File: src/rtl/voice_amp_scheduler.sv
`default_nettype none
// ============================================================================
// Module      : voice_amp_scheduler
// Description : Time-multiplexed amplitude scaler. A single registered signed
//               multiplier is shared by NUM_VOICES voices. Each sample tick
//               snapshots all voices, scales them one per cycle, and publishes
//               the scaled frame in one atomic update.
// Revision    : 1.0 - initial release
// ============================================================================
module voice_amp_scheduler #(
  parameter int DATA_BITS      = 12,
  parameter int AMPLITUDE_BITS = 8,
  parameter int NUM_VOICES     = 4
) (
  input  logic                                 clk,
  input  logic                                 rst_n,
  input  logic                                 sample_tick,
  input  logic [NUM_VOICES*DATA_BITS-1:0]      din_bus,
  input  logic [NUM_VOICES*AMPLITUDE_BITS-1:0] amp_bus,
  output logic [NUM_VOICES*DATA_BITS-1:0]      dout_bus,
  output logic                                 dout_valid,
  output logic                                 busy,
  output logic                                 overrun
);

  localparam int PROD_BITS = DATA_BITS + AMPLITUDE_BITS;
  localparam int IDX_BITS  = (NUM_VOICES > 1) ? $clog2(NUM_VOICES) : 1;
  localparam logic [IDX_BITS-1:0] LAST_IDX = IDX_BITS'(NUM_VOICES - 1);

  typedef enum logic [1:0] {
    S_IDLE   = 2'd0,
    S_RUN    = 2'd1,
    S_FLUSH  = 2'd2,
    S_COMMIT = 2'd3
  } state_t;

  state_t state;
  state_t state_nxt;

  // FSM decode strobes
  logic accept;   // tick taken in IDLE: snapshot inputs
  logic issue;    // one voice enters the multiplier this cycle
  logic commit;   // staging becomes the visible frame

  // Frame snapshot taken on the accepted tick
  logic signed [DATA_BITS-1:0]      shadow_din [NUM_VOICES];
  logic        [AMPLITUDE_BITS-1:0] shadow_amp [NUM_VOICES];
  logic        [IDX_BITS-1:0]       idx;

  // Shared multiplier and its output register
  logic signed [DATA_BITS-1:0]      mul_a;
  logic signed [AMPLITUDE_BITS:0]   mul_b;
  logic signed [PROD_BITS-1:0]      mul_full;
  logic signed [PROD_BITS-1:0]      prod;
  logic        [IDX_BITS-1:0]       prod_idx;
  logic                             prod_vld;

  // Scaled results collect here until the whole frame is ready
  logic signed [DATA_BITS-1:0]      staging  [NUM_VOICES];
  logic signed [DATA_BITS-1:0]      dout_reg [NUM_VOICES];

  // The fractional product bits are discarded by the floor scaling
  logic unused_prod_frac;

  // State register
  always_ff @(posedge clk or negedge rst_n) begin
    if (!rst_n) begin
      state <= S_IDLE;
    end else begin
      state <= state_nxt;
    end
  end

  // Next-state logic and per-state control strobes
  always_comb begin
    state_nxt = state;
    accept    = 1'b0;
    issue     = 1'b0;
    commit    = 1'b0;
    case (state)
      S_IDLE: begin
        if (sample_tick) begin
          accept    = 1'b1;
          state_nxt = S_RUN;
        end
      end
      S_RUN: begin
        issue = 1'b1;
        if (idx == LAST_IDX) begin
          state_nxt = S_FLUSH;
        end
      end
      S_FLUSH: begin
        state_nxt = S_COMMIT;
      end
      S_COMMIT: begin
        commit    = 1'b1;
        state_nxt = S_IDLE;
      end
      default: begin
        state_nxt = S_IDLE;
      end
    endcase
  end

  // Snapshot every voice on the accepted tick; inputs are ignored otherwise
  always_ff @(posedge clk or negedge rst_n) begin
    if (!rst_n) begin
      for (int v = 0; v < NUM_VOICES; v++) begin
        shadow_din[v] <= '0;
        shadow_amp[v] <= '0;
      end
    end else if (accept) begin
      for (int v = 0; v < NUM_VOICES; v++) begin
        shadow_din[v] <= din_bus[v*DATA_BITS +: DATA_BITS];
        shadow_amp[v] <= amp_bus[v*AMPLITUDE_BITS +: AMPLITUDE_BITS];
      end
    end
  end

  // Voice pointer: restarts at each accepted tick, advances per issue
  always_ff @(posedge clk or negedge rst_n) begin
    if (!rst_n) begin
      idx <= '0;
    end else if (accept) begin
      idx <= '0;
    end else if (issue) begin
      idx <= idx + 1'b1;
    end
  end

  // Amplitude is unsigned, so it is zero-extended before the signed multiply.
  // The true product always fits in PROD_BITS, so a PROD_BITS-wide multiply
  // of the sign-extended operands gives the exact result.
  assign mul_a    = shadow_din[idx];
  assign mul_b    = $signed({1'b0, shadow_amp[idx]});
  assign mul_full = PROD_BITS'(mul_a) * PROD_BITS'(mul_b);

  // Multiplier output register, tagged with the voice it belongs to
  always_ff @(posedge clk or negedge rst_n) begin
    if (!rst_n) begin
      prod     <= '0;
      prod_idx <= '0;
      prod_vld <= 1'b0;
    end else begin
      prod_vld <= issue;
      if (issue) begin
        prod     <= mul_full;
        prod_idx <= idx;
      end
    end
  end

  // Write-back: the top DATA_BITS of the product are floor(din*amp / 2^A)
  always_ff @(posedge clk or negedge rst_n) begin
    if (!rst_n) begin
      for (int v = 0; v < NUM_VOICES; v++) begin
        staging[v] <= '0;
      end
    end else if (prod_vld) begin
      staging[prod_idx] <= prod[PROD_BITS-1 -: DATA_BITS];
    end
  end

  assign unused_prod_frac = ^prod[AMPLITUDE_BITS-1:0];

  // Publish the whole frame at once so partial results are never visible
  always_ff @(posedge clk or negedge rst_n) begin
    if (!rst_n) begin
      for (int v = 0; v < NUM_VOICES; v++) begin
        dout_reg[v] <= '0;
      end
      dout_valid <= 1'b0;
    end else begin
      dout_valid <= commit;
      if (commit) begin
        for (int v = 0; v < NUM_VOICES; v++) begin
          dout_reg[v] <= staging[v];
        end
      end
    end
  end

  // Sticky flag: a tick arriving while a frame is in flight is dropped
  always_ff @(posedge clk or negedge rst_n) begin
    if (!rst_n) begin
      overrun <= 1'b0;
    end else if (sample_tick && (state != S_IDLE)) begin
      overrun <= 1'b1;
    end
  end

  assign busy = (state != S_IDLE);

  generate
    for (genvar v = 0; v < NUM_VOICES; v++) begin : g_pack
      assign dout_bus[v*DATA_BITS +: DATA_BITS] = dout_reg[v];
    end
  endgenerate

endmodule
`default_nettype wire

File: config.mk
export PLATFORM = sky130hd
export DESIGN_NAME = voice_amp_scheduler
export DESIGN_NICKNAME = d
export VERILOG_FILES = /design/src/rtl/voice_amp_scheduler.sv
export SDC_FILE = /design/constraint.sdc
export NUM_CORES = 1
export LEC_CHECK = 0
export ABC_AREA = 1
export ABC_CLOCK_PERIOD_IN_PS = 5100
export CORE_MARGIN = 10
export CORE_UTILIZATION = 51
export DETAILED_ROUTE_END_ITERATION = 10
export HOLD_SLACK_MARGIN = 0.02
export PLACE_DENSITY = 0.89
export RECOVER_POWER = 25
export SETUP_SLACK_MARGIN = 0.02
export SYNTH_ARGS = -nofsm -noshare
export SYNTH_HDL_FRONTEND = slang
export SYNTH_SLANG_ARGS = --single-unit
File: constraint.sdc
create_clock -name clk -period 5.1 [get_ports clk]
set_input_delay 0.765 -clock clk [delete_from_list [all_inputs] [get_ports clk]]
set_output_delay 0.765 -clock clk [all_outputs]
set_load 0.01 [all_outputs]
Word level (Yosys, flattened, before mapping)
Cells that the tools add are included.
- register bits: 205
- multipliers: 1
- order comparisons: 3
- $add $sub $neg: 1
- reductions and logical operators: 6
- bitwise operators: 2
- muxes and demuxes: 18
- equal/unequal tests: 6
- operators with widths (operator ; count):
    $bwmux 48 ; 1
    $mux 12 ; 3
    $bmux 12 s2 ; 1
    $demux 12 s2 ; 1
    $mul 12x9->20 ; 1
    $bmux 8 s2 ; 1
    $mux 8 ; 2
    $mux 2 ; 4
    $pmux 2 s4 ; 1
    $eq 2x2->1 const B ; 3
    $ge 3x3->1 const B ; 2
    $not 2->3 ; 2
    $mux 1 ; 4
    $ne 2x2->1 const B ; 2
    $reduce_bool 2->1 ; 2
    $lt 3x1->1 const B ; 1
    $add 2x1->2 const B ; 1
    $eq 2x1->1 const B ; 1
    $logic_and 1x1->1 ; 2
    $logic_not 2->1 ; 1
    $reduce_and 2->1 ; 1

Longest topological paths before layout
Gate-level depths: netlist (run 1).
- depth after elaboration: 6
- gate-level depth with buffers: 27
- depth with buffers taken out: 24

Worst setup path before layout (run 1)
Ideal clock, no wire load.
- path type: reg2reg
- from: register idx[0]
- to: register prod[19]
- buffers on the path: 2
- path slack: 0.022 ns
- period minus slack after synthesis: 5.078 ns
- data arrival time: 4.960 ns
- stages on the path, launching flop included: 25
- data required time: 4.983 ns
- cells stage by stage: dfrtp_1 > inv_2 > buf_6 > buf_2 > nand2_1 > a32oi_2 > inv_1 > nor2_1 > inv_1 > fa_1 > fa_1 > inv_1 > fa_1 > inv_1 > fa_1 > inv_1 > ha_1 > nand2_1 > inv_1 > a21oi_1 > nor2_1 > a211oi_1 > nand3_1 > nand3_1 > nand2_1
- word-level cells in the longest chain between the ends: 5
- RTL lines (what ; RTL line ; text):
    start: declaration ; 48 ; logic [IDX_BITS-1:0] idx;
    start signal: assignment ; 128 ; idx <= idx + 1'b1;
    $not 2->3 (not written as such) (*) ; 135, 136 ;
    $bmux 12 s2 / $bmux 8 s2 (equally long branches) ; 135, 136 ;
    $mux 12 (not written as such) / $mux 8 (equally long branches) (2 in series) ; 135, 136 ;
    $mul 12x9->20 (*) ; 137 ; assign mul_full = PROD_BITS'(mul_a) * PROD_BITS'(mul_b);
    end signal: assignment ; 148 ; prod <= mul_full;
    end: declaration ; 54 ; logic signed [PROD_BITS-1:0] prod;
Every way passes the cells marked *; elsewhere a longest branch is shown, timed or not. The select of a mux whose other input is x is not followed.
A chain may end at the register's enable or synchronous reset.

Worst setup path after layout (run 1)
- from: register idx[1]
- to: register prod[16]
Same word-level chain as after synthesis.

==> results.toml, run 1 <==
[critical_path]
crit_required_ns = 5.43
path_class = "register to register"
cp_max_fo = 10
rr_startpoint = "idx[1]"
reg2reg_slack_ns = 0.08
endpoint = "prod[16]"
critPathLaunch = "idx[1]"
critPathArrivalTime_ns = 5.35
r2r_end = "prod[16]"
worstRegToRegCells = 22
worstSetupStartpointType = "register"
worst_setup_path_end_kind = "register"

[drt]
drtAntennaViolNets = 0
vias_per_cell = 5.31
drtIter0Drc = 807
drc_errors = 0
via_count = 9065
first_pass_iters = 6
routed_wl_um = 27600
wl_per_cell_um = 16.2

[finish]
fillers = 1610
layout-drive-gt1-share = 0.128
fin_nets = 1612
final_cell_area_sq_mm = 0.0139
final_common_cell = "nand2_1"
syn_to_final_growth_pct = 22.8
diodes = 0
final_cell_mix = "454 x nand2_1, 197 x dfrtp_1, 148 x inv_1"

[timing]
post-route-period-util = 0.983
maxSlewHeadroom = -0.896
max_freq_mhz = 199
fin_skew_ns = 0.0129
final-hold-violation-count = 0
tightest_slew_ns = 2.84
slew_violations = 117
report.final.setup_viol = 0
fin_crit_ns = 5.02

[synthesis]
synthDistinctLibCells = 34
synth_seq_cells = 197
synth_area_leaders = "dfrtp_1 44%, nand2_1 15%, fa_1 13%"
synth_top_area_cell = "dfrtp_1"
yosysSeqAreaShare = 0.436
synth_area_sq_mm = 0.0113
syn_area_per_cell_sq_um = 8.95
yosysTopAreaCellShare = 0.436
netlist_instances = 1264
yosys_warnings = 0
synth_nets = 1463

[die]
die_area_sq_mm = 0.0285
die_x_um = 169
pin_count = 134
rows = 54
die_h_um = 169
initial_core_util = 0.518
core_sq_mm = 0.0218

[place]
portBuffers = 133
placed_cell_area_sq_mm = 0.0131
gp_congestion = 0.937
hpwl_um = 20000

[clock_network]
cts_inserted_buffers = 17
path_clk_slew_ns = 0.08
cts_tree = "built"
clockBufferDepth = 2
htreeDepth = 4
holdBufCountCts = 0
root_buffer = "clkbuf_16"
insertion_delay_ns = 0.45
clock-sinks = 197

[grt]
gr-total-overflow = 0
grt_first_pass_wirelength_um = 45100
grt_use_total = 0.191
grt_antenna_before_repair = 0
first_global_vias = 9131
grt_max_degree = 117

[run]
drv_cap = 1

[status]
violations = "capacitance limit, slew limit"
outcome = "complete, but fails checks"

[min_path]
min_path_type = "register to register"
[registers in the layout, indices dropped and copies added, names as in the netlist]
register,count
idx,2
staging,48
shadow_din,48
prod,12
dout_bus,48
state,2
overrun,1
prod_vld,1
shadow_amp,32
prod_idx,2
dout_valid,1
[routing by layer]
layer / GRT usage / wire length [um]
met5: 0 / 0
met4: 0.0628 / 593
met2: 0.315 / 13400
met3: 0.0498 / 2270
met1: 0.239 / 11400
[layout make-up]
class | instances | area [sq um] | area share
Clock inverter | 13 | 130 | 0.00937
Sequential cell | 197 | 4930 | 0.355
Multi-Input combinational cell | 865 | 5750 | 0.414
Tap cell | 280 | 350 | 0.0252
Timing Repair Buffer | 177 | 1680 | 0.121
Inverter | 155 | 587 | 0.0423
Clock buffer | 19 | 453 | 0.0326
[Yosys cell counts, drive strengths merged]
master and instances:
a211oi 1, a21o 1, a21oi 28, a31oi 2, a32oi 15, buf 18, clkbuf 29, dfrtp 197
fa 75, ha 41, inv 155, mux2 48, nand2 468, nand3 33, nand4 1, nor2 70
nor3 3, nor4 2, o21a 1, o21ai 60, o21bai 3, o22ai 3, xnor2 7, xor2 3
[cell families after synthesis]
family | Yosys count | share of synthesized area
adders and majority gates | 116 | 0.178
AOI/OAI and AO/OA | 114 | 0.0600
buffers and inverters | 202 | 0.0698
DFF | 197 | 0.436
xor gates and xnor gates | 10 | 0.00774
muxes | 48 | 0.0478
and+or+nand+nor | 577 | 0.201
[worst max-delay path, stage by stage (launching register included)]
cell	delay (ns)
dfrtp_1	0.40
clkinv_4	0.12
buf_4	0.16
buf_4	0.14
a32oi_2	0.23
buf_4	0.18
inv_1	0.09
nor2_2	0.12
fa_1	0.46
fa_1	0.48
fa_1	0.55
inv_1	0.05
fa_1	0.52
inv_1	0.06
ha_4	0.26
inv_1	0.10
o21ai_1	0.10
a31oi_1	0.33
o21ai_1	0.13
a21oi_2	0.17
nand3_1	0.10
nand3_1	0.09
nand2_1	0.06
[worst min path at each step]
stage	startpoint	endpoint	slack (ns)	cells past startpoint
after floorplan	shadow_amp[14]	shadow_amp[14]	0.44	2
after global placement	overrun	overrun	0.44	1
after detailed placement	overrun	overrun	0.45	1
after CTS	rst_n	dout_bus[46]	0.47	1
after global routing	overrun	overrun	0.47	1
final	overrun	overrun	0.46	1
[timing repair]
item	4_1_cts	5_1_grt
setup buffers	0	8
gates cloned	0	0
hold endpoints to repair	0	0
pin swaps	0	10
resized for setup	1	44
setup endpoints to repair	2	8
[through the flow]
step	worst slack (ns)	cells	hold slack, ns	utilization	setup TNS, ns
final	0.0845	1706	0.462	0.636	0
after global routing	-0.165	1706	0.474	0.636	-0.361
after CTS	0.0572	1698	0.465	0.626	0
after detailed placement	0.0181	1666	0.448	0.599	0
after global placement	0.105	1666	0.442	0.599	0
after floorplan	0.0223	1264	0.444	-	0
Power of run 1 is left out: the tool's default activity adds up to more than one toggle a clock period on the data nets, which glitch-free logic cannot reach.
==> run 2: changes to the inputs <==
--- a/config.mk
+++ b/config.mk
@@ -10,6 +10,7 @@
 export CORE_MARGIN = 10
 export CORE_UTILIZATION = 51
 export DETAILED_ROUTE_END_ITERATION = 10
+export GPL_TIMING_DRIVEN = 0
 export HOLD_SLACK_MARGIN = 0.02
 export PLACE_DENSITY = 0.89
 export RECOVER_POWER = 25
==> run 2 against run 1 <==
Net effect:
- the run ends with capacitance limit, slew limit, setup timing left
- global-route usage increased by 2.0 points
- clock-buffer cell count decreased by 2
- register-to-register slack got worse by 0.29 ns
- first-iteration DRC count increased by 78%
- non-clock buffer count increased by 67
- via count increased by 16%
- highest routed layer unchanged
- largest cell class unchanged
- sequential share of layout area decreased by 2.7 points
- final cell count increased by 3.9%
==> results.toml, run 2 (synthesis gave the netlist of run 1 again) <==
[timing]
final-hold-violation-count = 0
fin_crit_ns = 5.31
tns_ns = -1.18
grt_setup_unrepaired = "yes"
fin_skew_ns = 0.0141
tightest_slew_ns = 4.01
post-route-period-util = 1.04
max_freq_mhz = 188
maxSlewHeadroom = -1.68
worst_slack_ns = -0.209
slew_violations = 77
report.final.setup_viol = 10

[status]
outcome = "complete, but fails checks"
violations = "capacitance limit, slew limit, setup timing"

[die]
rows = 54
die_x_um = 169
core_sq_mm = 0.0218
initial_core_util = 0.518
die_h_um = 169
die_area_sq_mm = 0.0285
pin_count = 134

[finish]
final_cell_area_sq_mm = 0.0150
diodes = 0
final_common_cell = "nand2_1"
layout-drive-gt1-share = 0.205
syn_to_final_growth_pct = 33.0
fillers = 1338
final_cell_mix = "439 x nand2_1, 195 x dfrtp_1, 132 x clkdlybuf4s50_1"
fin_nets = 1679

[clock_network]
cts_inserted_buffers = 17
cts_tree = "built"
root_buffer = "clkbuf_16"
holdBufCountCts = 0
clock-sinks = 197
htreeDepth = 4
path_clk_slew_ns = 0.08
insertion_delay_ns = 0.45
clockBufferDepth = 2

[place]
placed_cell_area_sq_mm = 0.0130
portBuffers = 133
hpwl_um = 21700
post-place-ws_ns = -0.644
gp_congestion = 0.909

[critical_path]
cp_top_family = "adder cells"
path_class = "register to register"
cp_max_fo = 10
cp_num_buf_inv = 8
worst_setup_path_end_kind = "register"
reg2reg_slack_ns = -0.21
r2r_end = "prod[15]"
crit_top_cell = "nand2_1"
crit_required_ns = 5.44
rr_startpoint = "idx[0]"
worstRegToRegCells = 27
critPathArrivalTime_ns = 5.65
crit_slowest_cell = "fa_1"
worstSetupStartpointType = "register"
cpPeakStageDelay_ns = 0.58

[grt]
first_global_vias = 9966
grt_antenna_before_repair = 0
grt_use_total = 0.211
grt_max_degree = 122
gr-total-overflow = 0
grt_first_pass_wirelength_um = 48900

[min_path]
hold_start = "overrun"
min_path_type = "register to register"
whs_path_depth = 1
hold_path_end = "overrun"

[drt]
drtIter0Drc = 1438
wl_per_cell_um = 21.2
routed_wl_um = 37500
drtAntennaViolNets = 0
first_pass_iters = 6
vias_per_cell = 5.92
via_count = 10493
drc_errors = 0

[run]
drv_cap = 1
## run 2: layout make-up
cell class              count  area (sq um)  area share
clock inverters            15           196      0.0131
flip-flops and latches    197          4930       0.328
multi-input cells         865          6270       0.417
well taps                 280           350      0.0233
repair buffers            197          1960       0.130
plain buffers              47           312      0.0207
inverters                 155           598      0.0397
clock buffers              17           425      0.0283
## run 2: how the worst max path moves through the flow
stage | start | endpoint | slack [ns] | cells past startpoint
final | idx[0] | prod[15] | -0.21 | 27
after global routing | idx[0] | prod[17] | -0.32 | 21
after CTS | idx[0] | prod[16] | -0.01 | 22
after detailed placement | idx[1] | prod[16] | -0.64 | 21
after global placement | rst_n | shadow_din[47] | -4.29 | 1
after floorplan | idx[0] | prod[19] | 0.02 | 24
## run 2: metal layers
| layer | vias to the layer above | share of wire | track usage |
|---|---|---|---|
| met2 | 893 | 0.47 | 0.357 |
| met5 | - | 0 | 0 |
| met3 | 298 | 0.11 | 0.0565 |
| met4 | 0 | 0.070 | 0.0988 |
| li1 | 4356 | - | - |
| met1 | 4946 | 0.34 | 0.243 |
## run 2: metrics by stage
stage | hold slack [ns] | utilization | std cells
final | 0.463 | 0.690 | 1773
after global routing | 0.478 | 0.690 | 1773
after detailed placement | 0.447 | 0.597 | 1678
after CTS | 0.299 | 0.641 | 1720
after global placement | 0.442 | 0.595 | 1677
after floorplan | 0.444 | - | 1264
## run 2: repair_timing
| item | CTS | global route |
|---|---|---|
| gates resized for setup | 56 | 160 |
| endpoints found under the setup margin | 11 | 11 |
| gates cloned | 0 | 4 |
| buffers inserted | 10 | 49 |
| hold endpoints to repair | 0 | 0 |
| pin swaps | 7 | 75 |
## run 2: worst reg2reg max path: cells and delay by family (launching register included)
family / cells / cell delay [ns]
flops: 1 / 0.46
simple gates: 13 / 1.65
buf+inv: 8 / 1.00
compound gates: 2 / 0.29
fa+ha+maj: 4 / 1.79
Power of run 2 is left out for the same reason.
